==> src/rtl/reg_bank_pkg.sv <==
// Shared types and helpers for the arbitrated register bank.
package reg_bank_pkg;

    typedef enum logic {
        IDLE = 1'b0,
        OWN  = 1'b1
    } state_e;

    localparam int MAX_REQ       = 8;
    localparam int REQ_IDX_MAX_W = 3;

    function automatic int addr_width(input int depth);
        return (depth > 1) ? $clog2(depth) : 1;
    endfunction

    function automatic int idx_width(input int n);
        return (n > 1) ? $clog2(n) : 1;
    endfunction

    // One-hot winner: first set request scanning ptr, ptr+1, ... modulo n.
    function automatic logic [MAX_REQ-1:0] rr_pick(
        input logic [MAX_REQ-1:0]       req,
        input logic [REQ_IDX_MAX_W-1:0] ptr,
        input int                       n
    );
        logic [MAX_REQ-1:0] pick;
        int                 idx;
        pick = '0;
        // Walk backwards so the closest requester to ptr is written last.
        for (int k = MAX_REQ - 1; k >= 0; k--) begin
            if (k < n) begin
                idx = int'(ptr) + k;
                if (idx >= n) idx = idx - n;
                if (req[idx[2:0]]) begin
                    pick            = '0;
                    pick[idx[2:0]]  = 1'b1;
                end
            end
        end
        return pick;
    endfunction

endpackage

==> src/rtl/reg_bank_arbiter_en_reg.sv <==
// Enable register: loads d when en is high, clears on reset.
module reg_bank_arbiter_en_reg #(
    parameter int WIDTH = 8
) (
    input  logic             clk,
    input  logic             rst_n,
    input  logic             en,
    input  logic [WIDTH-1:0] d,
    output logic [WIDTH-1:0] q
);

    // NOTE: bank storage is reset because downstream reads it before any write.
    always_ff @(posedge clk or negedge rst_n) begin
        if (!rst_n)  q <= '0;
        else if (en) q <= d;
    end

endmodule

==> src/rtl/reg_bank_arbiter.sv <==
// Round-robin write arbiter with burst lock in front of a bank of enable registers.
module reg_bank_arbiter
    import reg_bank_pkg::*;
#(
    parameter int  BUS_WIDTH = 8,
    parameter int  NUM_REQ   = 4,
    parameter int  DEPTH     = 8,
    parameter int  MAX_BURST = 4,
    localparam int ADDR_W    = addr_width(DEPTH),
    localparam int IDX_W     = idx_width(NUM_REQ)
) (
    input  logic                          clk,
    input  logic                          rst,
    input  logic [NUM_REQ-1:0]            req,
    input  logic [NUM_REQ-1:0]            lock,
    input  logic [NUM_REQ*ADDR_W-1:0]     wr_addr,
    input  logic [NUM_REQ*BUS_WIDTH-1:0]  wr_data,
    output logic [NUM_REQ-1:0]            gnt,
    output logic [IDX_W-1:0]              gnt_id,
    output logic                          locked,
    input  logic [ADDR_W-1:0]             rd_addr,
    output logic signed [BUS_WIDTH-1:0]   rd_data
);

    localparam int BC_W = $clog2(MAX_BURST + 1);

    state_e               state_q, state_d;
    logic [IDX_W-1:0]     ptr_q, ptr_d;
    logic [IDX_W-1:0]     owner_q, owner_d;
    logic [BC_W-1:0]      cnt_q, cnt_d;

    logic [MAX_REQ-1:0]   req_ext, pick;
    logic [IDX_W-1:0]     scan_ptr, win_id;
    logic                 hold, win_valid, grant;
    logic [ADDR_W-1:0]    win_addr;
    logic [BUS_WIDTH-1:0] win_data;
    logic [BUS_WIDTH-1:0] bank_q [DEPTH];
    logic                 rst_n;

    function automatic logic [IDX_W-1:0] next_idx(input logic [IDX_W-1:0] i);
        return (i == IDX_W'(NUM_REQ - 1)) ? '0 : i + 1'b1;
    endfunction

    // NOTE: every comb output gets a default first so no latch can be inferred.
    always_comb begin
        req_ext                = '0;
        req_ext[NUM_REQ-1:0]   = req;
        hold                   = (state_q == OWN) && req[owner_q];
        // A releasing owner is skipped by starting the scan just past it.
        scan_ptr               = (state_q == OWN) ? next_idx(owner_q) : ptr_q;
        pick                   = rr_pick(req_ext, REQ_IDX_MAX_W'(scan_ptr), NUM_REQ);
        win_id                 = '0;
        for (int i = 0; i < MAX_REQ; i++) begin
            if (pick[i]) win_id = IDX_W'(i);
        end
        win_valid              = |pick;
        if (hold) begin
            win_id    = owner_q;
            win_valid = 1'b1;
        end
        grant    = win_valid && !rst;
        win_addr = wr_addr[win_id*ADDR_W +: ADDR_W];
        win_data = wr_data[win_id*BUS_WIDTH +: BUS_WIDTH];

        gnt = '0;
        if (grant) gnt[win_id] = 1'b1;
        gnt_id = grant ? win_id : '0;
        locked = !rst && (state_q == OWN);
    end

    always_comb begin
        state_d = state_q;
        ptr_d   = ptr_q;
        owner_d = owner_q;
        cnt_d   = cnt_q;
        if (hold) begin
            cnt_d = cnt_q + BC_W'(1);
            if (!lock[owner_q] || (int'(cnt_q) + 1 == MAX_BURST)) begin
                state_d = IDLE;
                ptr_d   = next_idx(owner_q);
                cnt_d   = '0;
            end
        end else if (win_valid) begin
            ptr_d = next_idx(win_id);
            if (lock[win_id] && MAX_BURST > 1) begin
                state_d = OWN;
                owner_d = win_id;
                cnt_d   = BC_W'(1);
            end else begin
                state_d = IDLE;
                cnt_d   = '0;
            end
        end else if (state_q == OWN) begin
            state_d = IDLE;
            ptr_d   = next_idx(owner_q);
            cnt_d   = '0;
        end
    end

    // NOTE: sequential state uses non-blocking assignments only.
    always_ff @(posedge clk or posedge rst) begin
        if (rst) begin
            state_q <= IDLE;
            ptr_q   <= '0;
            owner_q <= '0;
            cnt_q   <= '0;
        end else begin
            state_q <= state_d;
            ptr_q   <= ptr_d;
            owner_q <= owner_d;
            cnt_q   <= cnt_d;
        end
    end

    assign rst_n = ~rst;

    for (genvar j = 0; j < DEPTH; j++) begin : g_bank
        logic we;
        // Out-of-range addresses match no entry, so the write is dropped.
        assign we = grant && (int'(win_addr) == j);
        reg_bank_arbiter_en_reg #(.WIDTH(BUS_WIDTH)) u_reg (
            .clk   (clk),
            .rst_n (rst_n),
            .en    (we),
            .d     (win_data),
            .q     (bank_q[j])
        );
    end

    assign rd_data = (int'(rd_addr) < DEPTH) ? bank_q[rd_addr] : '0;

endmodule

==> config.mk <==
export PLATFORM = sky130hd
export DESIGN_NAME = reg_bank_arbiter
export DESIGN_NICKNAME = d
export VERILOG_FILES = /design/src/rtl/reg_bank_pkg.sv /design/src/rtl/reg_bank_arbiter_en_reg.sv /design/src/rtl/reg_bank_arbiter.sv
export SDC_FILE = /design/constraint.sdc
export NUM_CORES = 1
export LEC_CHECK = 0
export CAP_MARGIN = 20
export CELL_PAD_IN_SITES_DETAIL_PLACEMENT = 0
export CELL_PAD_IN_SITES_GLOBAL_PLACEMENT = 2
export CORE_MARGIN = 5
export CORE_UTILIZATION = 39
export CTS_BUF_LIST = sky130_fd_sc_hd__clkbuf_16
export CTS_CLUSTER_SIZE = 8
export DETAILED_ROUTE_END_ITERATION = 16
export HOLD_SLACK_MARGIN = 0.06
export PLACE_DENSITY_LB_ADDON = 0.1
export SYNTH_ARGS = -nofsm -noshare
export SYNTH_HDL_FRONTEND = slang
export SYNTH_SLANG_ARGS = --single-unit
==> constraint.sdc <==
create_clock -name clk -period 13.75 [get_ports clk]
set_input_delay 2.75 -clock clk [delete_from_list [all_inputs] [get_ports clk]]
set_output_delay 2.75 -clock clk [all_outputs]
set_load 0.01 [all_outputs]
# == After elaboration in Yosys (flattened, before gate mapping) ==
# Cells that the tools add are included.
# word_totals
memories,0
ramBits,0
latchBits,0
rom_bits,0
register_bits,72
# op_classes
add_sub_neg,11
n_bitwise,2
shift,2
n_mul,1
div_mod_pow,0
n_eq_ne,11
muxes,61
reduce_logical,23
order_cmp,16
# op_table
operator,n
two-way mux 8 bit,6
variable part select 32 x 6 -> 8 bit,1
two-way mux 2 bit,14
binary-select mux 8 bit (select 3 bit),1
two-way mux 3 bit,8
two-way mux 1 bit,19
logical AND 1 bit,16
less-than comparator 3 x 4 -> 1 bit (second input constant),4
binary-select mux 1 bit (select 3 bit),4
demux 1 bit (select 3 bit),4
== test 3 bit (second input constant),4
greater-or-equal comparator 3 x 1 -> 1 bit (second input constant),4
variable part select 12 x 5 -> 3 bit,1
greater-or-equal comparator 3 bit (second input constant),3
subtractor 3 bit (second input constant),3
OR reduction 8 bit,1
adder 2 x 2 -> 3 bit (second input constant),2
binary-select mux 1 bit (select 2 bit),3
== test 3 x 2 -> 1 bit (second input constant),2
less-than comparator 2 x 3 -> 1 bit (second input constant),2
adder 2 x 1 -> 2 bit (second input constant),2
adder 3 x 1 -> 4 bit (second input constant),1
== test 2 bit (second input constant),2
== test 4 x 3 -> 1 bit (second input constant),1
other kinds (18),19

# == Longest topological paths before layout ==
# Gate-level depths: netlist of run 1.
# logic_depth
ltp_word,27
ltp_mapped,18

# == By module ==
# Synthesis of run 1 repeated with hierarchy kept, for this count alone.
# hier_totals
hier_cells,389
hier_area_um2,4824.6
# by_module_without_submodules
module,area_each_um2,cells_per_inst,seq_area_each_um2,instances
reg_bank_arbiter_en_reg,331.6,17,200.2,8
reg_bank_arbiter,2172.1,253,200.2,1

# == Worst setup path before layout of run 1 ==
# OpenSTA, ideal clock, no wires.
# synth_path
path_kind,input-to-output
start,in req[3]
end,out gnt_id[0]
cell_stages,9
required_ns,11.000
n_path_buf,1
arrival_time_ns,5.151
path_slack_ns,5.849
path_cell_list,o21ai_0 > a211oi_1 > nor2_1 > a2111o_1 > and2_1 > nor4_1 > a21o_1 > buf_2 > nor2_1
# synth_via
elab_chain_cells,15
elab_cells_between_ends,27
cone_classes,mux (24); reduce/logical (3)
# synth_lines
item,line_no,rtl
start: declaration,reg_bank_arbiter.sv:14,"input logic [NUM_REQ-1:0] req,"
binary-select mux 1 bit (select 3 bit),reg_bank_pkg.sv:34,if (req[idx[2:0]]) begin
two-way mux 1 bit (not written as such),reg_bank_pkg.sv:34,
two-way mux 8 bit (4 in a row),reg_bank_pkg.sv:34,
two-way mux 1 bit,reg_bank_arbiter.sv:54,if (pick[i]) win_id = IDX_W'(i);
two-way mux 2 bit (6 in a row),reg_bank_arbiter.sv:54,
two-way mux 2 bit,reg_bank_arbiter.sv:57,if (hold) begin
two-way mux 2 bit *,reg_bank_arbiter.sv:67,gnt_id = grant ? win_id : '0;
end: declaration,reg_bank_arbiter.sv:19,"output logic [IDX_W-1:0] gnt_id,"
# Mark *: on every way between the ends. The rest lies on a longest branch, timed or not. The select of a mux whose other input is x is not followed.

# == Worst setup path after layout of run 1 ==
# layout_path
start,in req[3]
end,out gnt[2]
# layout_via
elab_chain_cells,19
elab_cells_between_ends,32
cone_classes,order compare (2); mux (26); reduce/logical (4)
# layout_lines
item,line_no,rtl
binary-select mux 1 bit (select 3 bit),reg_bank_pkg.sv:34,
two-way mux 1 bit (not written as such),reg_bank_pkg.sv:34,
two-way mux 8 bit (4 in a row),reg_bank_pkg.sv:34,
two-way mux 1 bit,reg_bank_arbiter.sv:54,
two-way mux 2 bit (6 in a row),reg_bank_arbiter.sv:54,
two-way mux 2 bit,reg_bank_arbiter.sv:57,
less-than comparator 2 x 3 -> 1 bit (not written as such) or greater-or-equal comparator 2 x 1 -> 1 bit (tied branches),reg_bank_arbiter.sv:66,if (grant) gnt[win_id] = 1'b1;
logical AND 1 bit (not written as such),reg_bank_arbiter.sv:66,
two-way mux 1 bit (not written as such),reg_bank_arbiter.sv:66,
demux 1 bit (select 2 bit),reg_bank_arbiter.sv:66,
two-way mux 4 bit *,reg_bank_arbiter.sv:66,
end: declaration,reg_bank_arbiter.sv:18,"output logic [NUM_REQ-1:0] gnt,"
# Marks and branches as above.

==> flow_metrics.py, run 1 <==
metrics = {
    "detailed_routing": {
        "drt-total-wl_um": 10700,
        "wl_per_cell_um": 18.5,
        "detail_route.first_pass.iterations": 4,
        "drtIter0Drc": 151,
        "vias": 3148,
        "vias_per_cell": 5.42,
        "ant_nets": 0,
        "drcViolationCount": 0,
    },
    "synthesis": {
        "ys_seq_elements": 72,
        "yosysMostFrequentCell": "dfrtp_1",
        "synth_area_leader_cell": "dfrtp_1",
        "yosys.area_share.adder": 0.0418,
        "synth_common_cells": "72 x dfrtp_1, 67 x mux2_2, 34 x nand2_1, 20 x mux4_2, 15 x ha_1",
        "postSynthAreaPerCell_um2": 12.3,
        "synth_warnings": 0,
        "synth_seq_area_share": 0.401,
        "synthXorXnorAreaFrac": 0,
        "synth_nets": 436,
        "synth_area_um2": 4490,
        "netlist.area_leader.share": 0.401,
        "ys_top_cells_by_area": "dfrtp_1 40%, mux2_2 17%, mux4_2 10%",
        "yosys-mux-area-fraction": 0.323,
        "netlist_instances": 364,
        "synth_top_family_by_area": "multiplexers",
        "async_flop_share": 1.00,
        "synth_compound_area_frac": 0.0802,
        "synthSimpleGateAreaFrac": 0.130,
        "synth_edf_count": 0,
        "yosys.cell_types.count": 51,
        "synth_ff_type": "dfrtp_1",
    },
    "clocking": {
        "h-tree-depth": 3,
        "cts.path.max_buffers": 2,
        "post_cts_buffers": 0,
        "path_clk_slew_ns": 0.05,
        "tritoncts.num_buffers": 9,
        "clock_latency_ns": 0.33,
        "root_buffer": "clkbuf_16",
        "numClockSinks": 72,
        "post_cts_resized": 0,
        "cts_tree": "done",
        "hold_buffers": 0,
    },
    "finish": {
        "drive_above_1_share": 0.295,
        "final_nets": 506,
        "area_growth_pct": 25.6,
        "n_antenna_cell": 0,
    },
    "worst_setup_path": {
        "reg2regPathDepth": 12,
        "worst_path_max_delay_cell": "nor4_1",
        "crit_type": "in -> out",
        "path_cells": "clkdlybuf4s50_1 > o21ai_0 > a211oi_1 > nor2_1 > a2111o_1 > and2_1 > nor4_1 > a21oi_1 > and2_1 > clkdlybuf4s50_1",
        "cp.required_ns": 11.00,
        "rr_endpoint": "g_bank[4].u_reg.q[2]",
        "end_kind": "output port",
        "critPathMaxStageDelay_ns": 0.91,
        "reg2reg_from": "owner_q[0]",
        "start_kind": "input pin",
        "cp_max_fo": 7,
        "r2r_slack_ns": 7.98,
        "arrival_ns": 6.78,
    },
    "sta": {
        "worst_clock_skew_ns": 0.00492,
        "finalMaxSlewViolations": 0,
        "period_minus_slack_ns": 9.53,
        "setup_viol": 0,
        "hold_viol_final": 0,
        "setup_tns_ns": 0,
        "finalCritPeriodShare": 0.693,
        "maxSlewHeadroom": 0.286,
        "rsz0062_at_grt": "false",
        "worst_pin_slew_ns": 1.06,
        "max_freq_ghz": 0.105,
    },
    "grt": {
        "grt_max_degree": 57,
        "grt_pass1_wl_um": 17800,
        "grt-ovfl-total": 0,
        "grt_antenna_before_repair": 0,
        "grt_pass1_vias": 3333,
        "track_usage": 0.160,
    },
    "run": {
        "maxCapViolCount": 0,
    },
    "floorplan": {
        "die_w_um": 117,
        "pin_count": 72,
        "core_area_um2": 11400,
        "fp-row-count": 39,
        "start_util": 0.395,
        "die_y_um": 117,
        "dieArea_um2": 13800,
    },
    "place": {
        "dp_hpwl_um": 7810,
        "portBuffers": 71,
        "place.gp.congestion": 0.780,
    },
    "min_path": {
        "min_path_type": "reg -> reg",
        "hold_path_end": "ptr_q[1]",
        "hold_start": "ptr_q[1]",
        "min_path_cells": 1,
    },
    "status": {
        "status": "complete, no violations",
    },
}
-- state kept, by name, indices dropped and copies added (netlist names) --
signal,cells
state_q,1
ptr_q,2
g_bank.u_reg.q,64
cnt_q,3
owner_q,2
-- layout by cell type, fill, tap and decap left out, types with 3 or more instances in the layout --
cell | Yosys | layout
nand3_1 | 5 | 5
clkinvlp_4 | 0 | 3
a21oi_1 | 8 | 8
mux2_2 | 67 | 67
nand2b_1 | 4 | 4
or3_1 | 3 | 3
and2_1 | 14 | 14
nand2_1 | 34 | 34
buf_4 | 0 | 4
clkbuf_16 | 0 | 9
clkdlybuf4s50_1 | 0 | 71
mux4_2 | 20 | 20
ha_1 | 15 | 15
o21ai_0 | 5 | 5
dfrtp_1 | 72 | 72
a31oi_1 | 8 | 8
mux2_4 | 9 | 9
a21o_1 | 4 | 4
a211oi_1 | 10 | 10
o21a_1 | 4 | 4
nor2_1 | 11 | 11
inv_1 | 6 | 6
mux2i_1 | 10 | 10
-- metal layers --
metal,track usage,part of all wire,vias to the layer above
met5,0,0,-
met4,0.0348,0.010,0
met3,0.0462,0.059,9
met2,0.232,0.43,89
met1,0.237,0.50,1541
li1,-,-,1509
-- cells by family after synthesis --
logic type,Yosys count
compound gates,50
fa+ha+maj,15
buf+inv,23
flops,72
mux,107
simple gates,97
-- how the worst max path moves through the flow --
stage | from | end | slack (ns) | cells after the start
4_1_cts | req[3] | gnt[3] | 4.21 | 10
3_3_place_gp | req[3] | gnt[3] | 4.35 | 10
6_report | req[3] | gnt[2] | 4.22 | 10
5_1_grt | req[3] | gnt[2] | 3.92 | 10
3_5_place_dp | req[3] | gnt[3] | 4.26 | 10
2_1_floorplan | req[3] | gnt_id[0] | 5.85 | 9
-- critical path, delay by kind of cell --
| kind | cells | cell delay (ns) |
|---|---|---|
| simple gates | 4 | 1.56 |
| buf+inv | 2 | 0.98 |
| compound gates | 4 | 1.49 |
-- stage by stage --
| stage | utilization | instance area, µm² | std cells | hold slack (ns) | setup WS [ns] |
|---|---|---|---|---|---|
| global route | 0.497 | 5650 | 581 | 0.515 | 3.92 |
| detailed placement | 0.469 | 5340 | 566 | 0.486 | 4.26 |
| finish | 0.497 | 5650 | 581 | 0.498 | 4.22 |
| CTS | 0.497 | 5650 | 581 | 0.503 | 4.21 |
| global placement | 0.469 | 5340 | 566 | 0.477 | 4.35 |
| floorplan | - | 4490 | 364 | 0.463 | 5.85 |
-- area by class of cell --
class                   instances  area, µm²
clock buffers                   9        225
clock inverters                 6       86.3
fillers                      1029       5720
inverters                       7       26.3
multi-input cells             269       2590
flip-flops and latches         72       1800
well taps                     143        179
repair buffers                 75        741
Power of run 1 is left out: the tool's default activity adds up to more than one toggle a clock period on the data nets, which glitch-free logic cannot reach.
==> inputs of run 2 (changes only) <==
Settings changed: CORE_UTILIZATION 39 to 36.
Clock period 13.75 ns to 9.6 ns, I/O delays scaled along.
==> flow_metrics.py, run 2 (synthesis gave the netlist of run 1 again) <==
metrics = {
    "worst_setup_path": {
        "crit_type": "in -> out",
        "cp_max_fo": 24,
        "cp.required_ns": 7.68,
        "end_kind": "output port",
        "worst_path_max_delay_cell": "clkdlybuf4s50_1",
        "crit_family": "buffers and inverters",
        "path_cells": "clkdlybuf4s50_1 > o21ai_0 > a211oi_1 > nor2_1 > a2111o_1 > and2_1 > o22ai_2 > buf_4 > inv_1 > ha_1 > and2_1 > clkdlybuf4s50_1",
        "critPathMaxStageDelay_ns": 0.53,
        "worst-path-buf-inv": 4,
        "start_kind": "input pin",
        "arrival_ns": 5.48,
    },
    "sta": {
        "period_minus_slack_ns": 7.40,
        "worst_pin_slew_ns": 0.924,
        "max_freq_ghz": 0.135,
        "maxSlewHeadroom": 0.382,
        "finalMaxSlewViolations": 0,
        "worst_clock_skew_ns": 0.00766,
        "hold_viol_final": 0,
        "setup_tns_ns": 0,
        "rsz0062_at_grt": "false",
        "setup_viol": 0,
        "finalCritPeriodShare": 0.771,
    },
    "floorplan": {
        "die_y_um": 122,
        "start_util": 0.371,
        "dieArea_um2": 14800,
        "die_w_um": 122,
        "fp-row-count": 40,
        "core_area_um2": 12100,
        "pin_count": 72,
    },
    "place": {
        "portBuffers": 71,
        "place.gp.congestion": 0.789,
        "dp_hpwl_um": 7850,
    },
    "clocking": {
        "numClockSinks": 72,
        "tritoncts.num_buffers": 9,
        "cts.path.max_buffers": 2,
        "path_clk_slew_ns": 0.05,
        "root_buffer": "clkbuf_16",
        "hold_buffers": 0,
        "h-tree-depth": 3,
        "clock_latency_ns": 0.33,
        "post_cts_buffers": 0,
        "cts_tree": "done",
        "post_cts_resized": 0,
    },
    "grt": {
        "grt_pass1_wl_um": 18000,
        "grt_antenna_before_repair": 0,
        "grt-ovfl-total": 0,
        "grt_max_degree": 73,
        "grt_pass1_vias": 3308,
        "track_usage": 0.156,
    },
    "detailed_routing": {
        "drtIter0Drc": 93,
        "detail_route.first_pass.iterations": 4,
        "vias_per_cell": 5.14,
        "drt-total-wl_um": 10900,
        "ant_nets": 0,
        "vias": 3115,
        "drcViolationCount": 0,
        "wl_per_cell_um": 18.0,
    },
    "finish": {
        "final_nets": 506,
        "top_register": "g_bank.u_reg.q",
        "layout_common_cells": "72 x dfrtp_1, 71 x clkdlybuf4s50_1, 67 x mux2_2",
        "drive_above_1_share": 0.292,
        "area_growth_pct": 25.2,
        "largest_reg_flops": 64,
        "layout_commonest_cell": "dfrtp_1",
        "largestRegisters": "g_bank.u_reg.q: 64 flops, cnt_q: 3 flops",
        "n_antenna_cell": 0,
    },
    "status": {
        "status": "complete, no violations",
    },
    "run": {
        "maxCapViolCount": 0,
    },
    "min_path": {
        "min_path_type": "reg -> reg",
    },
}
## run 2: cell types whose count changed in the layout (fill, tap and decap cells not counted), sizes merged
cell	change
clkinvlp	-1
bufinv	-2
clkinv	+3
## run 2: worst reg2reg max path, cell delays in order, from the launching register on
cell and delay [ns]:
dfrtp_1 0.47, ha_1 0.35, mux2i_1 0.56, inv_1 0.33, ha_1 0.35, a211oi_1 0.38
nor2_1 0.16, a2111o_1 0.43, and2_1 0.20, o22ai_2 0.11, buf_4 0.27, inv_1 0.35
mux2i_2 0.52, nand4b_1 0.61, mux2_2 0.49
## run 2: through the flow
step | setup WS, ns | utilization | instances | hold WS, ns | area, µm²
after floorplan | 3.36 | - | 364 | 0.463 | 4490
after global placement | 2.19 | 0.443 | 591 | 0.481 | 5370
after detailed placement | 2.17 | 0.443 | 591 | 0.491 | 5370
after CTS | 2.17 | 0.465 | 606 | 0.504 | 5630
after global routing | 1.90 | 0.465 | 606 | 0.510 | 5630
final | 2.20 | 0.465 | 606 | 0.500 | 5630
## run 2: layout make-up
cell class | count | area (µm²)
fill | 1167 | 6480
multi-input combinational | 269 | 2590
sequential | 72 | 1800
timing repair buffer | 75 | 741
clock buffer | 9 | 225
tap | 168 | 210
clock inverter | 6 | 36.3
inverter | 7 | 26.3
## run 2: worst paths after layout
path | startpoint | endpoint | slack, ns | depth (start not counted)
max | req[3] | gnt[3] | 2.20 | 12
min | g_bank[5].u_reg.q[6] | g_bank[5].u_reg.q[6] | 0.50 | 1
max reg2reg | owner_q[0] | g_bank[4].u_reg.q[6] | 3.90 | 14
min reg2reg | g_bank[5].u_reg.q[6] | g_bank[5].u_reg.q[6] | 0.50 | 1
max in group asynchronous | rst | g_bank[3].u_reg.q[5] | 6.68 | 3
min in group asynchronous | rst | owner_q[1] | 2.29 | 3
## run 2: metal layers
metal	vias to the layer above	track usage	share of wire
met5	-	0	0
met4	0	0.0497	0.016
met3	12	0.0413	0.053
met2	80	0.223	0.43
met1	1521	0.229	0.50
li1	1502	-	-
Power of run 2 is left out for the same reason.
